<file path="src/rtl/spec_multi_port_fifo_controller_if.sv">
// spec_multi_port_fifo_controller_if: handshake/pointer bundle for the multi-port FIFO controller.
// Revision: 1.0
`default_nettype none

interface spec_multi_port_fifo_controller_if #(
  parameter int DEPTH   = 8,
  parameter int NUM_IN  = 2,
  parameter int NUM_OUT = 2
);
  localparam int PW = (DEPTH > 1) ? $clog2(DEPTH) : 1;
  localparam int CW = $clog2(DEPTH + 1);
  localparam int IW = $clog2(NUM_IN + 1);
  localparam int OW = $clog2(NUM_OUT + 1);

  logic          i_valid;
  logic [IW-1:0] i_num;
  logic          i_ready;
  logic          o_valid;
  logic [OW-1:0] o_avail;
  logic [OW-1:0] o_take;
  logic          o_ready;
  logic [PW-1:0] o_write_ptr;
  logic [PW-1:0] o_read_ptr;
  logic [CW-1:0] o_count;
  logic          i_spec_mark;
  logic          i_branch_valid;
  logic          i_branch_correct_prediction;
  logic          o_spec_active;

  modport slave (
    input  i_valid, i_num, o_take, o_ready,
    input  i_spec_mark, i_branch_valid, i_branch_correct_prediction,
    output i_ready, o_valid, o_avail, o_write_ptr, o_read_ptr, o_count, o_spec_active
  );

  modport master (
    output i_valid, i_num, o_take, o_ready,
    output i_spec_mark, i_branch_valid, i_branch_correct_prediction,
    input  i_ready, o_valid, o_avail, o_write_ptr, o_read_ptr, o_count, o_spec_active
  );
endinterface

`default_nettype wire

</file>
<file path="src/rtl/spec_multi_port_fifo_controller.sv">
// spec_multi_port_fifo_controller: multi-push/multi-pop queue pointers with one-level speculation flush.
// Revision: 1.0
`default_nettype none

module spec_multi_port_fifo_controller #(
  parameter int DEPTH   = 8,
  parameter int NUM_IN  = 2,
  parameter int NUM_OUT = 2
) (
  input  logic clk,
  input  logic rst,
  spec_multi_port_fifo_controller_if.slave bus
);
  localparam int PW = (DEPTH > 1) ? $clog2(DEPTH) : 1;
  localparam int CW = $clog2(DEPTH + 1);
  localparam int OW = $clog2(NUM_OUT + 1);
  localparam int SW = CW + 1;

  localparam logic [CW-1:0] C_READY_MAX = CW'(DEPTH - NUM_IN);
  localparam logic [CW-1:0] C_NUM_OUT   = CW'(NUM_OUT);
  localparam logic [SW-1:0] C_DEPTH_S   = SW'(DEPTH);

  typedef enum logic [0:0] {
    S_IDLE = 1'b0,
    S_SPEC = 1'b1
  } state_t;

  state_t        r_state, w_state_nxt;
  logic [PW-1:0] r_head, r_tail, w_head_nxt, w_tail_nxt;
  logic [CW-1:0] r_count, r_nonspec, w_count_nxt, w_nonspec_nxt;

  logic          w_flush, w_ready, w_valid;
  logic [CW-1:0] w_push, w_pop, w_nonspec_left, w_count_upd;

  // Sum is at most 2*DEPTH-1, so one conditional subtract always lands in range.
  function automatic logic [PW-1:0] f_wrap(input logic [PW-1:0] ptr, input logic [CW-1:0] inc);
    logic [SW-1:0] sum;
    sum = SW'(ptr) + SW'(inc);
    if (sum >= C_DEPTH_S) sum = sum - C_DEPTH_S;
    return sum[PW-1:0];
  endfunction

  assign w_valid        = (r_count != '0);
  assign w_flush        = bus.i_branch_valid && !bus.i_branch_correct_prediction && (r_state == S_SPEC);
  assign w_ready        = (r_count <= C_READY_MAX) && !w_flush;
  assign w_push         = (bus.i_valid && w_ready) ? CW'(bus.i_num) : '0;
  assign w_pop          = (w_valid && bus.o_ready) ? CW'(bus.o_take) : '0;
  assign w_nonspec_left = (r_nonspec > w_pop) ? (r_nonspec - w_pop) : '0;
  assign w_count_upd    = r_count + w_push - w_pop;

  always_comb begin
    w_state_nxt   = r_state;
    w_head_nxt    = f_wrap(r_head, w_pop);
    w_tail_nxt    = f_wrap(r_tail, w_push);
    w_count_nxt   = w_count_upd;
    w_nonspec_nxt = (r_state == S_SPEC) ? w_nonspec_left : r_nonspec;

    if (w_flush) begin
      w_count_nxt = w_nonspec_left;
      w_tail_nxt  = f_wrap(r_head, w_pop + w_nonspec_left);
    end

    case (r_state)
      S_IDLE: begin
        if (bus.i_spec_mark) begin
          w_state_nxt   = S_SPEC;
          w_nonspec_nxt = r_count - w_pop;
        end
      end
      S_SPEC: begin
        // A mark alongside resolution reopens a checkpoint covering everything already held.
        if (bus.i_branch_valid) begin
          if (bus.i_spec_mark) w_nonspec_nxt = w_count_nxt;
          else                 w_state_nxt   = S_IDLE;
        end
      end
      default: w_state_nxt = S_IDLE;
    endcase
  end

  always_ff @(posedge clk or posedge rst) begin
    if (rst) begin
      r_state   <= S_IDLE;
      r_head    <= '0;
      r_tail    <= '0;
      r_count   <= '0;
      r_nonspec <= '0;
    end else begin
      r_state   <= w_state_nxt;
      r_head    <= w_head_nxt;
      r_tail    <= w_tail_nxt;
      r_count   <= w_count_nxt;
      r_nonspec <= w_nonspec_nxt;
    end
  end

  assign bus.i_ready       = w_ready;
  assign bus.o_valid       = w_valid;
  assign bus.o_avail       = (r_count >= C_NUM_OUT) ? OW'(NUM_OUT) : OW'(r_count);
  assign bus.o_write_ptr   = r_tail;
  assign bus.o_read_ptr    = r_head;
  assign bus.o_count       = r_count;
  assign bus.o_spec_active = (r_state == S_SPEC);

endmodule

`default_nettype wire

</file>
<file path="src/flat_wrapper.sv">
// flat-port wrapper written by rule: the top's interface ports become plain ports
module spec_multi_port_fifo_controller_flat 
#(
  parameter int DEPTH   = 8,
  parameter int NUM_IN  = 2,
  parameter int NUM_OUT = 2
)
  (clk, rst, bus_i_valid, bus_i_num, bus_o_take, bus_o_ready, bus_i_spec_mark, bus_i_branch_valid, bus_i_branch_correct_prediction, bus_i_ready, bus_o_valid, bus_o_avail, bus_o_write_ptr, bus_o_read_ptr, bus_o_count, bus_o_spec_active);
  spec_multi_port_fifo_controller_if #(.DEPTH(DEPTH), .NUM_IN(NUM_IN), .NUM_OUT(NUM_OUT)) bus_i ();
  input  logic clk;
  input  logic rst;
  input wire logic [$bits(bus_i.i_valid)-1:0] bus_i_valid;
  input wire logic [$bits(bus_i.i_num)-1:0] bus_i_num;
  input wire logic [$bits(bus_i.o_take)-1:0] bus_o_take;
  input wire logic [$bits(bus_i.o_ready)-1:0] bus_o_ready;
  input wire logic [$bits(bus_i.i_spec_mark)-1:0] bus_i_spec_mark;
  input wire logic [$bits(bus_i.i_branch_valid)-1:0] bus_i_branch_valid;
  input wire logic [$bits(bus_i.i_branch_correct_prediction)-1:0] bus_i_branch_correct_prediction;
  output wire logic [$bits(bus_i.i_ready)-1:0] bus_i_ready;
  output wire logic [$bits(bus_i.o_valid)-1:0] bus_o_valid;
  output wire logic [$bits(bus_i.o_avail)-1:0] bus_o_avail;
  output wire logic [$bits(bus_i.o_write_ptr)-1:0] bus_o_write_ptr;
  output wire logic [$bits(bus_i.o_read_ptr)-1:0] bus_o_read_ptr;
  output wire logic [$bits(bus_i.o_count)-1:0] bus_o_count;
  output wire logic [$bits(bus_i.o_spec_active)-1:0] bus_o_spec_active;
  assign bus_i.i_valid = bus_i_valid;
  assign bus_i.i_num = bus_i_num;
  assign bus_i.o_take = bus_o_take;
  assign bus_i.o_ready = bus_o_ready;
  assign bus_i.i_spec_mark = bus_i_spec_mark;
  assign bus_i.i_branch_valid = bus_i_branch_valid;
  assign bus_i.i_branch_correct_prediction = bus_i_branch_correct_prediction;
  assign bus_i_ready = bus_i.i_ready;
  assign bus_o_valid = bus_i.o_valid;
  assign bus_o_avail = bus_i.o_avail;
  assign bus_o_write_ptr = bus_i.o_write_ptr;
  assign bus_o_read_ptr = bus_i.o_read_ptr;
  assign bus_o_count = bus_i.o_count;
  assign bus_o_spec_active = bus_i.o_spec_active;
  spec_multi_port_fifo_controller #(.DEPTH(DEPTH), .NUM_IN(NUM_IN), .NUM_OUT(NUM_OUT)) u_core (.clk(clk), .rst(rst), .bus(bus_i));
endmodule
</file>
<file path="config.mk">
export PLATFORM = sky130hd
export DESIGN_NAME = spec_multi_port_fifo_controller_flat
export DESIGN_NICKNAME = d
export VERILOG_FILES = /design/src/rtl/spec_multi_port_fifo_controller_if.sv /design/src/rtl/spec_multi_port_fifo_controller.sv /design/src/flat_wrapper.sv
export SDC_FILE = /design/constraint.sdc
export NUM_CORES = 1
export LEC_CHECK = 0
export ABC_AREA = 1
export BUFFER_PORTS_ARGS = -buffer_cell sky130_fd_sc_hd__buf_4
export CORE_MARGIN = 2
export CORE_UTILIZATION = 54
export DETAILED_ROUTE_END_ITERATION = 16
export PLACE_DENSITY = 0.88
export SLEW_MARGIN = 0
export SYNTH_ARGS = -nofsm -noshare
export SYNTH_HDL_FRONTEND = slang
export SYNTH_SLANG_ARGS = --single-unit
export TNS_END_PERCENT = 1
</file>
<file path="constraint.sdc">
create_clock -name clk -period 3.92 [get_ports clk]
set_input_delay 0.196 -clock clk [delete_from_list [all_inputs] [get_ports clk]]
set_output_delay 0.196 -clock clk [all_outputs]
set_load 0.03 [all_outputs]
</file>
Word-level counts from Yosys, hierarchy flattened
Index checks and enable logic that the tools add are counted.
{ "classes": {"add_sub_neg": 11, "bitwise_logic": 1, "mux": 17, "n_lt_le_gt_ge": 6, "n_reduce_logical": 8} }
{ "op_table": {"columns": ["op", "count"], "rows": [
  ["4-bit two-way mux", 6],
  ["3-bit two-way mux", 4],
  ["4-bit subtractor", 3],
  ["5-bit by 4-bit greater-or-equal comparator with 1-bit output (second input constant)", 2],
  ["3-bit by 1-bit subtractor with 3-bit output (second input constant)", 3],
  ["3-bit by 2-bit adder with 4-bit output", 2],
  ["4-bit adder", 2],
  ["4-bit case mux with 2 select lines", 1],
  ["2-bit two-way mux", 3],
  ["3-bit by 4-bit adder with 5-bit output", 1],
  ["1-bit logical AND", 5],
  ["4-bit by 2-bit greater-or-equal comparator with 1-bit output (second input constant)", 1],
  ["4-bit greater-or-equal comparator (second input constant)", 1],
  ["4-bit greater-than comparator", 1],
  ["4-bit by 3-bit <= comparator with 1-bit output (second input constant)", 1],
  ["4-bit nonzero test", 1],
  ["1-bit zero test", 2],
  ["1-bit two-way mux", 2],
  ["1-bit case mux with 2 select lines", 1],
  ["1-bit inverter", 1]
]} }
{ "totals": {"in_bits": 11, "ff_bits": 15, "output_inout_bits": 15, "wordCells": 48} }

Longest topological paths before layout
Gate-level depths: netlist of run 1.
{ "logic_depth": {"word_depth": 13, "depth_mapped": 21, "mapped_depth_nobuf": 21} }

Worst setup path before layout of run 1
Ideal clock, no wire load.
{ "synth_timing": {"kind": "reg2reg", "start": "register u_core.r_count[2] (netlist: u_core.bus.o_count[2])", "end": "register u_core.r_tail[2] (netlist: u_core.bus.o_write_ptr[2])", "arrival_time_ps": 3566, "stages_incl_launch_ff": 19, "setup_time_ps": 117, "period_less_slack_ps": 3684, "setup_slack_ps": 236, "t_required_ps": 3803, "path_buffers": 0, "cell_sequence": "dfrtp_1 > inv_1 > ha_1 > nand3_1 > nand3_1 > inv_1 > fa_1 > inv_1 > nand2_1 > nand2_1 > nand2_1 > fa_1 > fa_1 > inv_1 > or2_2 > nand2_1 > nand2_1 > nand3_1 > nand2_1"} }
{ "synth_between": {"elab_chain_len": 10, "word_cells_on_any_way": 20, "cone_classes": "6 x add/sub; 4 x order compare; 6 x mux; 4 x reduce/logical"} }
{ "synth_lines": {"columns": ["item", "line_no", "source"], "rows": [
  ["start, declared", "spec_multi_port_fifo_controller.sv:30", "logic [CW-1:0] r_count, r_nonspec, w_count_nxt, w_nonspec_nxt;"],
  ["start signal, assigned", "spec_multi_port_fifo_controller.sv:92", "r_count <= w_count_nxt;"],
  ["4-bit nonzero test *", "spec_multi_port_fifo_controller.sv:43", "assign w_valid = (r_count != '0);"],
  ["via bus_o_valid", "flat_wrapper.sv:20", "output wire logic [$bits(bus_i.o_valid)-1:0] bus_o_valid;"],
  ["1-bit logical AND *", "spec_multi_port_fifo_controller.sv:47", "assign w_pop = (w_valid && bus.o_ready) ? CW'(bus.o_take) : '0;"],
  ["2-bit two-way mux *", "spec_multi_port_fifo_controller.sv:47", null],
  ["4-bit subtractor or 4-bit greater-than comparator (tied branches)", "spec_multi_port_fifo_controller.sv:48", "assign w_nonspec_left = (r_nonspec > w_pop) ? (r_nonspec - w_pop) : '0;"],
  ["4-bit two-way mux", "spec_multi_port_fifo_controller.sv:48", null],
  ["4-bit adder *", "spec_multi_port_fifo_controller.sv:60", "w_tail_nxt = f_wrap(r_head, w_pop + w_nonspec_left);"],
  ["3-bit by 4-bit adder with 5-bit output *", "spec_multi_port_fifo_controller.sv:38", "sum = SW'(ptr) + SW'(inc);"],
  ["5-bit by 4-bit greater-or-equal comparator with 1-bit output or 3-bit by 1-bit subtractor with 3-bit output (tied branches)", "spec_multi_port_fifo_controller.sv:39", "if (sum >= C_DEPTH_S) sum = sum - C_DEPTH_S;"],
  ["3-bit two-way mux *", "spec_multi_port_fifo_controller.sv:39", null],
  ["3-bit two-way mux *", "spec_multi_port_fifo_controller.sv:58", "if (w_flush) begin"],
  ["via u_core.w_tail_nxt[2]", "spec_multi_port_fifo_controller.sv:29", "logic [PW-1:0] r_head, r_tail, w_head_nxt, w_tail_nxt;"],
  ["end signal, assigned", "spec_multi_port_fifo_controller.sv:91", "r_tail <= w_tail_nxt;"],
  ["end, declared", "spec_multi_port_fifo_controller.sv:29", null]
]} }
The timed path passes the listed nets; every way through them passes the cells marked *.

Final worst setup path of run 1
{ "layout_timing": {"start": "register u_core.r_count[2] (netlist: u_core.bus.o_count[2])", "end": "register u_core.r_tail[2] (netlist: u_core.bus.o_write_ptr[2])"} }
{ "layout_between": {"elab_chain_len": 10, "word_cells_on_any_way": 20, "cone_classes": "6 x add/sub; 4 x order compare; 6 x mux; 4 x reduce/logical"} }
{ "layout_lines": {"columns": ["item", "line_no"], "rows": [
  ["4-bit nonzero test", "spec_multi_port_fifo_controller.sv:43"],
  ["1-bit logical AND", "spec_multi_port_fifo_controller.sv:47"],
  ["2-bit two-way mux", "spec_multi_port_fifo_controller.sv:47"],
  ["4-bit subtractor or 4-bit greater-than comparator (tied branches)", "spec_multi_port_fifo_controller.sv:48"],
  ["4-bit two-way mux", "spec_multi_port_fifo_controller.sv:48"],
  ["4-bit adder", "spec_multi_port_fifo_controller.sv:60"],
  ["3-bit by 4-bit adder with 5-bit output", "spec_multi_port_fifo_controller.sv:38"],
  ["5-bit by 4-bit greater-or-equal comparator with 1-bit output or 3-bit by 1-bit subtractor with 3-bit output (tied branches)", "spec_multi_port_fifo_controller.sv:39"],
  ["3-bit two-way mux", "spec_multi_port_fifo_controller.sv:39"],
  ["3-bit two-way mux *", "spec_multi_port_fifo_controller.sv:58"],
  ["via u_core.w_tail_nxt[2]", "spec_multi_port_fifo_controller.sv:29"]
]} }
Marks and branches as above.

==> Implementation_results.wiki, run 1 <==
{| class="wikitable"
! Metric !! Value
|-
| Outcome || completed
|-
| Library cell with the highest instance count after synthesis || sky130_fd_sc_hd__nand2_1
|-
| Number of distinct library cell variants in the gate-level netlist after synthesis || 24
|-
| Worst reg-to-reg setup slack || approximately 0.33 ns
|-
| Post-Layout Inst Area || around 1600 sq um
|-
| Number of sinks handled by clock tree synthesis || 15
|-
| Post-Route Setup TNS || 0 ns
|-
| Max clock buf depth || 2
|-
| Antenna violations before repair || 0
|-
| Post-CTS setup-driven buffer insertion count || 0
|-
| Maximum level of the CTS H-tree || 1
|-
| Remaining global-route overflow || 0
|-
| Slew at the pin closest to its max-slew limit || between 0.5 and 0.6 ns
|-
| Arrival time worst endpoint || ~3.8 ns
|-
| Most used DFF post-synth || sky130_fd_sc_hd__dfrtp_1
|-
| DRT antenna net count || 0
|-
| Router iterations before antenna repair || 5
|-
| Die Span X || ~53 um
|-
| Avg WL per Cell || approximately 13 um
|-
| Clock latency on the worst-skew pair || around 0.30 ns
|-
| Die outline height || about 53 um
|-
| Count of endpoints failing setup in the final report || 0
|-
| Clock slew at reported path FFs || approximately 0.09 ns
|-
| P_leak || between 0.0008 and 0.0009 uW
|-
| Average via count per standard cell || approximately 5.3
|-
| Number of buffers created by CTS || 3
|-
| Max Slew Vio Count || 0
|-
| Total cell area at the placement stage || 1510 sq um
|-
| Maximum fanout count along the critical path || 7
|-
| Syn Area/Cell || slightly above 8 sq um
|-
| Relative slew slack || between 60% and 70%
|-
| Ratio of cells with drive above 1 in the final layout || between 20% and 30%
|-
| Area overhead of the layout relative to synthesis || 20.5%
|-
| Data required time at the worst endpoint || ~4.1 ns
|-
| Vias in the first global route || around 1100
|-
| Cell types with the largest area share after synthesis || sky130_fd_sc_hd__dfrtp_1, sky130_fd_sc_hd__fa_1, sky130_fd_sc_hd__ha_1
|-
| IO Pins || 26
|-
| Worst setup path category || flop to flop
|-
| Maximum capacitance violations || 0
|-
| Clock Skew || between 0.0015 and 0.002 ns
|-
| Routed vias || 1156
|-
| Cell taking the most area after synthesis || sky130_fd_sc_hd__dfrtp_1
|-
| Total core area || about 2200 sq um
|-
| Syn nets || 190
|-
| Power per Cell Area || roughly 900 nW/um^2
|-
| CP Capture Type || flop
|-
| Final min period || between 3 and 4 ns
|-
| Count of flip-flops with a built-in enable after synthesis || 0
|-
| TritonCTS clock tree || built
|-
| Most frequent cells after synthesis || sky130_fd_sc_hd__nand2_1, sky130_fd_sc_hd__inv_1, sky130_fd_sc_hd__dfrtp_1
|-
| Global-route wire length before repair || just under 5000 um
|-
| Count of unresolved DRC violations after routing || 0
|-
| Row count || 17
|-
| Number of antenna repair diodes || 0
|-
| Register bit total from synthesis || 15
|-
| Root buf cell || sky130_fd_sc_hd__clkbuf_4
|-
| Half-perimeter wire length after detailed placement || about 2400 um
|-
| Synthesis Warnings || 0
|-
| Number of nets in the final layout || 221
|-
| Routability-driven placement congestion ratio || between 0.9 and 1
|-
| F_max || between 0.2 and 0.3 GHz
|-
| Type of the most critical hold path || input pin to flop
|-
| Sequential fraction of the synthesis area || ~29%
|-
| Overall Global Routing Usage || about a quarter
|-
| Count of buffers inserted at the top-level ports || 25
|-
| Final Hold Violating Endpoints || 0
|-
| Violation count after the first detailed-routing iteration || 18
|-
| Overall routed net length || approximately 2900 um
|-
| Share of flip-flops with an asynchronous set or reset || between 90% and 100%
|-
| Combined area of all synthesized cells || ~1300 sq um
|-
| Starting density of the core || ~58%
|-
| Maximum resistive drop on vdd || roughly 0.65 mV
|-
| Area share of the largest cell type after synthesis || between 20% and 30%
|-
| Post-synthesis cell count || around 160
|-
| Total die area || 2790 sq um
|-
| Nature of the critical path startpoint || flop
|-
| Final critical-path share of the clock period || slightly above 90%
|-
| Setup repair after global routing missed its margin || false
|-
| Largest net degree at the start of global routing || 16
|}
[final timing paths]
check | startpoint | end | depth (start not counted)
setup / recovery | u_core.bus.o_count[2] | u_core.bus.o_write_ptr[2] | 19
hold / removal | bus_i_branch_valid | u_core.bus.o_spec_active | 2
setup reg to reg | u_core.bus.o_count[2] | u_core.bus.o_write_ptr[2] | 19
hold reg to reg | u_core.bus.o_read_ptr[2] | u_core.bus.o_read_ptr[2] | 1
max in group asynchronous | rst | u_core.bus.o_count[3] | 3
min in group asynchronous | rst | u_core.bus.o_write_ptr[2] | 3
[routing by layer]
layer	up-vias	part of all wire [%]	global-route usage, %
li1	566	-	-
met1	561	42	27.6
met2	25	53	44.0
met3	4	4.1	6.29
met4	0	1.2	8.97
met5	-	0	0
[flip-flops by register name, summed over array words and instances, names as in the netlist]
signal / cells
u_core.bus.o_count: 4
u_core.r_nonspec: 4
u_core.bus.o_spec_active: 1
u_core.bus.o_read_ptr: 3
u_core.bus.o_write_ptr: 3
[report_power, final]
group / switching [uW] / total (uW) / internal [uW]
Sequential: 74.2 / 308 / 234
Combinational: 599 / 982 / 383
Clock: 52.8 / 92.5 / 39.7
[layout by cell type, fill, tap and decap left out]
| master | n |
|---|---|
| sky130_fd_sc_hd__nand2_1 | 34 |
| sky130_fd_sc_hd__inv_1 | 31 |
| sky130_fd_sc_hd__buf_4 | 25 |
| sky130_fd_sc_hd__dfrtp_1 | 15 |
| sky130_fd_sc_hd__nand3_1 | 13 |
| sky130_fd_sc_hd__ha_1 | 12 |
| sky130_fd_sc_hd__o21ai_0 | 9 |
| sky130_fd_sc_hd__a21oi_1 | 9 |
| sky130_fd_sc_hd__fa_1 | 8 |
| sky130_fd_sc_hd__nor2_1 | 5 |
| sky130_fd_sc_hd__o21ai_2 | 4 |
| sky130_fd_sc_hd__nand3_2 | 3 |
| sky130_fd_sc_hd__xor2_1 | 3 |
| sky130_fd_sc_hd__clkbuf_4 | 3 |
| sky130_fd_sc_hd__xnor2_1 | 2 |
| sky130_fd_sc_hd__inv_2 | 1 |
| sky130_fd_sc_hd__nor2_4 | 1 |
| sky130_fd_sc_hd__nand2_4 | 1 |
| sky130_fd_sc_hd__a21oi_2 | 1 |
| sky130_fd_sc_hd__clkinv_4 | 1 |
| sky130_fd_sc_hd__o21ai_1 | 1 |
| sky130_fd_sc_hd__and2_1 | 1 |
| sky130_fd_sc_hd__nand4_1 | 1 |
| sky130_fd_sc_hd__a31oi_1 | 1 |
| sky130_fd_sc_hd__and3_1 | 1 |
| sky130_fd_sc_hd__or2_2 | 1 |
| sky130_fd_sc_hd__clkbuf_1 | 1 |
| sky130_fd_sc_hd__dlygate4sd3_1 | 1 |
[metrics by stage]
stage / util, % / instances / setup WS [ns] / power (uW) / hold WS (ns)
6_report: 69.5 / 217 / 0.328 / 1380 / 0.129
5_1_grt: 69.5 / 217 / 0.0655 / 1530 / 0.123
4_1_cts: 69.2 / 217 / 0.304 / 1390 / 0.119
3_5_place_dp: 67.6 / 212 / 0.335 / 1290 / 0.297
3_3_place_gp: 67.6 / 212 / 0.471 / 1250 / 0.287
2_1_floorplan: - / 159 / 0.236 / 1010 / 0.0975
[logic make-up (layout without fill, tap and decap cells)]
kind of cell | count (synthesis) | in the layout | synth area share [%]
xor+xnor | 5 | 5 | 3.40
buf+inv | 33 | 63 | 10.0
flops | 15 | 15 | 29.2
fa+ha+maj | 20 | 20 | 24.1
compound gates | 25 | 25 | 11.3
simple gates | 61 | 61 | 22.1
[final cells by class]
type,instances,area [sq um]
clock buffer,4,26.3
inverter,33,129
sequential,15,375
fill,179,682
multi-input combinational,111,788
tap,28,35.0
timing repair buffer,26,198
[critical path: stages (launching register included)]
cell                      delay (ns)
sky130_fd_sc_hd__dfrtp_1        0.43
sky130_fd_sc_hd__inv_1          0.15
sky130_fd_sc_hd__ha_1           0.19
sky130_fd_sc_hd__nand3_1        0.14
sky130_fd_sc_hd__nand3_1        0.13
sky130_fd_sc_hd__inv_1          0.10
sky130_fd_sc_hd__ha_1           0.23
sky130_fd_sc_hd__fa_1           0.36
sky130_fd_sc_hd__inv_1          0.09
sky130_fd_sc_hd__nand2_1        0.05
sky130_fd_sc_hd__nand2_1        0.19
sky130_fd_sc_hd__nand2_1        0.14
sky130_fd_sc_hd__fa_1           0.55
sky130_fd_sc_hd__fa_1           0.17
sky130_fd_sc_hd__inv_1          0.05
sky130_fd_sc_hd__or2_2          0.30
sky130_fd_sc_hd__nand2_1        0.06
sky130_fd_sc_hd__nand2_1        0.05
sky130_fd_sc_hd__nand3_1        0.08
sky130_fd_sc_hd__nand2_1        0.06
[repair_timing]
item	in CTS	in global routing
endpoints found under the setup margin	0	1
hold endpoints to repair	15	0
hold buffers	1	0
resized for setup	0	1
Power figures use the tool's default switching activity.
==> inputs of run 2 (changes only) <==
CORE_UTILIZATION = 49   (was 54)
PLACE_DENSITY = 0.84   (was 0.88)
SETUP_SLACK_MARGIN = 0.5   (was not set)
clock period = 3.14 ns   (was 3.92 ns; I/O delays follow)
==> Implementation_results.wiki, run 2 (same netlist as run 1, synthesis figures left out) <==
{| class="wikitable"
! Metric !! Value
|-
| Violation count after the first detailed-routing iteration || 40
|-
| Outcome || completed
|-
| Arrival time worst endpoint || 3.28 ns
|-
| Power Total || about 2200 uW
|-
| Maximum level of the CTS H-tree || 1
|-
| Avg WL per Cell || between 15 and 20 um
|-
| Root buf cell || sky130_fd_sc_hd__clkbuf_4
|-
| R2r startpoint || u_core.bus.o_count[2]
|-
| Row count || 18
|-
| Overall routed net length || between 3000 and 4000 um
|-
| Starting density of the core || between 50% and 60%
|-
| Number of nets in the final layout || approximately 230
|-
| Average via count per standard cell || roughly 5.4
|-
| Routability-driven placement congestion ratio || 0.855
|-
| Setup repair after global routing missed its margin || true
|-
| Post-Place Setup Slack || between 0.04 and 0.05 ns
|-
| Clock Skew || roughly 0.0037 ns
|-
| Count of endpoints failing setup in the final report || 0
|-
| Maximum capacitance violations || 0
|-
| Slew at the pin closest to its max-slew limit || approximately 0.62 ns
|-
| Worst setup path category || flop to flop
|-
| Largest net degree at the start of global routing || 16
|-
| Die outline height || about 55 um
|-
| Final critical-path share of the clock period || 98.5%
|-
| Number of sinks handled by clock tree synthesis || 15
|-
| Total die area || slightly above 3000 sq um
|-
| Nature of the critical path startpoint || flop
|-
| Final Hold Violating Endpoints || 0
|-
| Number of antenna repair diodes || 0
|-
| Power per Cell Area || ~1200 nW/um^2
|-
| Post-Layout Inst Area || between 1500 and 2000 sq um
|-
| Global-route wire length before repair || around 5300 um
|-
| Clock slew at reported path FFs || ~0.1 ns
|-
| F_max || between 0.3 and 0.4 GHz
|-
| Overall Global Routing Usage || between 20% and 30%
|-
| IO Pins || 26
|-
| Router iterations before antenna repair || 4
|-
| Data required time at the worst endpoint || approximately 3.3 ns
|-
| Start point of the critical path || u_core.bus.o_count[2]
|-
| Total core area || 2480 sq um
|-
| Die Span X || between 50 and 60 um
|-
| P_leak || 0.000955 uW
|-
| Number of fillers in the final layout || around 160
|-
| Worst reg-to-reg setup slack || 0.05 ns
|-
| Setup slack of the critical path after layout || 0.0483 ns
|-
| Total cell area at the placement stage || roughly 1600 sq um
|-
| Maximum fanout count along the critical path || 4
|-
| Area overhead of the layout relative to synthesis || 42.5%
|-
| Ratio of cells with drive above 1 in the final layout || between 40 and 50%
|-
| Most common cell after layout, fill and taps aside || sky130_fd_sc_hd__buf_4
|-
| Clock latency on the worst-skew pair || approximately 0.3 ns
|-
| Post-route core utilization || between 70% and 80%
|-
| Max clock buf depth || 2
|-
| Final min period || 3.09 ns
|-
| DRT antenna net count || 0
|-
| Max Slew Vio Count || 0
|-
| Min-delay src || bus_i_branch_valid
|-
| Antenna violations before repair || 0
|-
| Vias in the first global route || about 1200
|-
| Number of buffers created by CTS || 3
|-
| Count of buffers inserted at the top-level ports || 25
|-
| Count of unresolved DRC violations after routing || 0
|-
| Half-perimeter wire length after detailed placement || around 2600 um
|-
| Relative slew slack || 58.7%
|-
| Multi-input gate area in the final layout || 962 sq um
|-
| Maximum resistive drop on vdd || around 0.9 mV
|-
| CP Capture Type || flop
|-
| Remaining global-route overflow || 0
|-
| TritonCTS clock tree || built
|-
| Type of the most critical hold path || input pin to flop
|-
| Routed vias || approximately 1300
|-
| Most used cells in the layout excluding fill and tap cells || sky130_fd_sc_hd__buf_4, sky130_fd_sc_hd__nand2_1, sky130_fd_sc_hd__inv_1, sky130_fd_sc_hd__dfrtp_1, sky130_fd_sc_hd__nand3_2
|-
| Register Area || approximately 380 sq um
|}
-- run 2: metrics by stage --
step	TNS (ns)	hold slack [ns]	cells
after global placement	0	0.260	216
after detailed placement	0	0.265	216
after CTS	0	0.0882	225
after global routing	-0.0821	0.0963	231
final	0	0.0751	231
after floorplan	-0.00428	0.0583	159
-- run 2: metal layers --
metal / wire length, um / GRT usage, % / up-vias
li1: - / - / 592
met1: 1350 / 25.6 / 613
met2: 1930 / 39.6 / 47
met3: 234 / 5.85 / 6
met4: 36 / 3.48 / 0
met5: 0 / 0 / -
-- run 2: path summary, 6_finish.rpt --
check	cells past startpoint	to
worst max-delay path	19	u_core.bus.o_write_ptr[2]
min in group asynchronous	3	u_core.r_nonspec[1]
worst min register to register	1	u_core.bus.o_read_ptr[2]
worst max register to register	19	u_core.bus.o_write_ptr[2]
worst min-delay path	2	u_core.bus.o_spec_active
max in group asynchronous	3	u_core.bus.o_count[3]
-- run 2: layout make-up --
class,count,share of cell area (%)
inverters,33,7.30
well taps,30,2.05
repair buffers,38,16.1
clock buffers,4,1.43
flip-flops and latches,15,20.7
multi-input cells,111,52.5
-- run 2: report_power, final --
| part | switching (uW) | internal [uW] | leakage [uW] |
|---|---|---|---|
| logic | 958 | 722 | 0.000766 |
| registers | 90.6 | 294 | 0.000174 |
| clock network | 71.6 | 49.5 | 0.0000150 |
| total | 1120 | 1070 | 0.000955 |
-- run 2: critical path, stage by stage (launching register included) --
cell	delay, ns
sky130_fd_sc_hd__dfrtp_2	0.44
sky130_fd_sc_hd__inv_4	0.08
sky130_fd_sc_hd__ha_4	0.15
sky130_fd_sc_hd__nand3_4	0.10
sky130_fd_sc_hd__nand3_4	0.11
sky130_fd_sc_hd__inv_4	0.05
sky130_fd_sc_hd__ha_4	0.16
sky130_fd_sc_hd__fa_2	0.33
sky130_fd_sc_hd__inv_2	0.07
sky130_fd_sc_hd__nand2_2	0.06
sky130_fd_sc_hd__nand2_4	0.07
sky130_fd_sc_hd__nand3_2	0.08
sky130_fd_sc_hd__fa_1	0.54
sky130_fd_sc_hd__fa_2	0.21
sky130_fd_sc_hd__inv_2	0.04
sky130_fd_sc_hd__or2_4	0.24
sky130_fd_sc_hd__nand2_1	0.06
sky130_fd_sc_hd__nand2_1	0.06
sky130_fd_sc_hd__nand3_2	0.09
sky130_fd_sc_hd__nand2_1	0.05
-- run 2: what timing repair did --
item                                    in CTS  in global routing
setup buffers                                4                  6
hold buffers                                 1                  0
endpoints found under the hold margin       15                  0
cloned                                       0                  0
gates resized for setup                      4                 29
endpoints found under the setup margin       6                  7
pin swaps                                    2                 20
==> inputs of run 3 (changes only) <==
CORE_UTILIZATION = 54   (was 49)
PLACE_DENSITY = 0.88   (was 0.84)
clock period = 3.35 ns   (was 3.14 ns; I/O delays follow)
==> Implementation_results.wiki, run 3 (same netlist as run 1, synthesis figures left out) <==
{| class="wikitable"
! Metric !! Value
|-
| Half-perimeter wire length after detailed placement || 2590 um
|-
| Row count || 17
|-
| Ratio of cells with drive above 1 in the final layout || 39.6%
|-
| Min-delay src || bus_i_branch_valid
|-
| Endpoint of the lowest-slack register-to-register path || u_core.bus.o_write_ptr[2]
|-
| Count of unresolved DRC violations after routing || 0
|-
| Setup slack of the critical path after layout || 0.273 ns
|-
| Clock slew at reported path FFs || approximately 0.09 ns
|-
| Clock latency on the worst-skew pair || 0.29 ns
|-
| Final min period || 3.08 ns
|-
| Most used cells in the layout excluding fill and tap cells || sky130_fd_sc_hd__buf_4, sky130_fd_sc_hd__nand2_1, sky130_fd_sc_hd__inv_1, sky130_fd_sc_hd__dfrtp_1, sky130_fd_sc_hd__ha_1
|-
| Sequential share of power || between 15 and 20%
|-
| Max Slew Vio Count || 0
|-
| Post-Place Setup Slack || about 0.13 ns
|-
| Data required time at the worst endpoint || 3.54 ns
|-
| Post-Route Setup TNS || 0 ns
|-
| Violation count after the first detailed-routing iteration || between 50 and 60
|-
| Antenna violations before repair || 0
|-
| Clk network pwr share || about 5.6%
|-
| Overall routed net length || about 3600 um
|-
| Number of nets in the final layout || 234
|-
| Average via count per standard cell || around 5.7
|-
| Worst reg2reg path depth || 19
|-
| Avg WL per Cell || roughly 16 um
|-
| Maximum level of the CTS H-tree || 1
|-
| Post-route core utilization || about 79%
|-
| Min-Delay Endpoint || u_core.bus.o_spec_active
|-
| Slew at the pin closest to its max-slew limit || 0.631 ns
|-
| Starting density of the core || a little under 60%
|-
| Root buf cell || sky130_fd_sc_hd__clkbuf_4
|-
| Proportion of total power due to net switching || between 50% and 60%
|-
| Number of buffers created by CTS || 3
|-
| CP Capture Type || flop
|-
| Die outline height || 52.8 um
|-
| Fin cells || 230
|-
| R2r startpoint || u_core.bus.o_count[3]
|-
| Critical-path cell with the highest stage delay || sky130_fd_sc_hd__fa_1
|-
| Number of fillers in the final layout || about 140
|-
| TritonCTS clock tree || built
|-
| Most common cell after layout, fill and taps aside || sky130_fd_sc_hd__buf_4
|-
| Total die area || ~2800 sq um
|-
| Remaining global-route overflow || 0
|-
| Nature of the critical path startpoint || flop
|-
| Global-route wire length before repair || 5850 um
|-
| Outcome || completed
|-
| Worst hold path cell count || 2
|-
| Cells after DPL || about 210
|-
| F_max || around 0.32 GHz
|-
| P_leak || approximately 0.00093 uW
|-
| Maximum capacitance violations || 0
|-
| IO Pins || 26
|-
| Overall Global Routing Usage || between 20% and 30%
|-
| Vias in the first global route || around 1300
|-
| Final critical-path share of the clock period || between 90% and 100%
|-
| CP peak stage delay || between 0.5 and 0.6 ns
|-
| Arrival time worst endpoint || between 3 and 4 ns
|-
| P_sw || around 1000 uW
|-
| Worst setup path category || flop to flop
|-
| Maximum fanout count along the critical path || 4
|-
| Number of sinks handled by clock tree synthesis || 15
|-
| Number of antenna repair diodes || 0
|-
| Worst reg-to-reg setup slack || 0.27 ns
|-
| Clock Skew || approximately 0.001 ns
|-
| Die Span X || between 50 and 60 um
|-
| Routability-driven placement congestion ratio || 0.929
|-
| Max clock buf depth || 2
|-
| Area overhead of the layout relative to synthesis || 36.8%
|-
| DRT antenna net count || 0
|-
| Router iterations before antenna repair || 5
|-
| Count of buffers inserted at the top-level ports || 25
|-
| Share of power burned in combinational logic || 75.8%
|-
| Routed vias || 1300
|-
| Setup repair after global routing missed its margin || true
|-
| Largest net degree at the start of global routing || 16
|-
| Cells traversed along the worst timing path || inv_2 -> ha_4 -> nand3_4 -> nand3_4 -> inv_4 -> ha_4 -> fa_2 -> inv_2 -> nand2_2 -> nand2_4 -> nand3_4 -> fa_1 -> fa_2 -> inv_2 -> or2_4 -> nand2_2 -> nand2_2 -> nand3_2 -> nand2_1
|-
| Final Hold Violating Endpoints || 0
|-
| Power per Cell Area || 1100 nW/um^2
|-
| Count of endpoints failing setup in the final report || 0
|-
| Total core area || 2230 sq um
|-
| Internal Pwr Total || 926 uW
|-
| Type of the most critical hold path || input pin to flop
|-
| Maximum resistive drop on vdd || 0.804 mV
|-
| Relative slew slack || 57.9%
|}
[run 3: changes by cell type in the layout (fill, tap and decap cells not counted), moves of 2 or more]
cell / delta
sky130_fd_sc_hd__fa_2: -2
sky130_fd_sc_hd__nand3_2: -4
sky130_fd_sc_hd__a21oi_1: +2
sky130_fd_sc_hd__ha_1: +2
sky130_fd_sc_hd__ha_4: -2
sky130_fd_sc_hd__buf_6: -2
sky130_fd_sc_hd__nand3_1: +4
sky130_fd_sc_hd__fa_1: +2
sky130_fd_sc_hd__a21oi_2: -2
sky130_fd_sc_hd__buf_4: +3
[run 3: how the worst max path moves through the flow]
stage,from,endpoint,slack (ns),cells after the start
after global placement,u_core.bus.o_count[2],u_core.bus.o_write_ptr[2],0.30,19
final,u_core.bus.o_count[3],u_core.bus.o_write_ptr[2],0.27,19
after floorplan,u_core.bus.o_count[2],u_core.bus.o_write_ptr[2],0.21,19
after detailed placement,u_core.bus.o_count[2],u_core.bus.o_write_ptr[2],0.13,19
after CTS,u_core.bus.o_count[2],u_core.bus.o_write_ptr[2],0.32,19
after global routing,u_core.bus.o_count[3],u_core.bus.o_write_ptr[2],0.19,19
[run 3: worst max-delay path, delay by kind of cell (launching register included)]
kind                     cells  cell delay, ns
AND/OR/NAND/NOR             10            0.93
adder cells (fa/ha/maj)      5            1.38
buffers and inverters        4            0.24
flip-flops                   1            0.42
[run 3: cell type report]
class / count / area [sq um] / share of cell area [%]
Multi-Input combinational cell: 111 / 893 / 50.7
Tap cell: 28 / 35.0 / 1.99
Timing Repair Buffer: 39 / 295 / 16.8
Inverter: 33 / 134 / 7.60
Sequential cell: 15 / 378 / 21.4
Clock buffer: 4 / 26.3 / 1.49
[run 3: power by group through the flow]
| stage | Combinational (uW) | Sequential, uW | Clock [uW] |
|---|---|---|---|
| finish | 1470 | 360 | 109 |
| global placement | 1180 | 364 | 0 |
| global route | 1620 | 370 | 125 |
| floorplan | 780 | 477 | 0 |
| detailed placement | 1240 | 370 | 0 |
| CTS | 1400 | 356 | 111 |
[run 3: per-layer routing]
metal	part of all wire, %	track usage, %
met1	39	33.6
met2	52	52.1
met3	7.0	6.57
met4	2.4	14.5
met5	0	0
[run 3: metrics by stage]
| stage | area, sq um | total power [uW] | hold slack (ns) |
|---|---|---|---|
| after global routing | 1760 | 2110 | 0.114 |
| after floorplan | 1360 | 1260 | 0.0688 |
| after CTS | 1730 | 1860 | 0.0911 |
| final | 1760 | 1940 | 0.0941 |
| after global placement | 1590 | 1540 | 0.266 |
| after detailed placement | 1590 | 1610 | 0.278 |
[run 3: timing repair]
item                                    4_1_cts  5_1_grt
setup buffers                                10        2
gates cloned                                  0        0
hold endpoints to repair                     15        0
endpoints found under the setup margin        2        5
resized for setup                            13        3
hold buffers                                  1        0
pin swaps                                    10        6
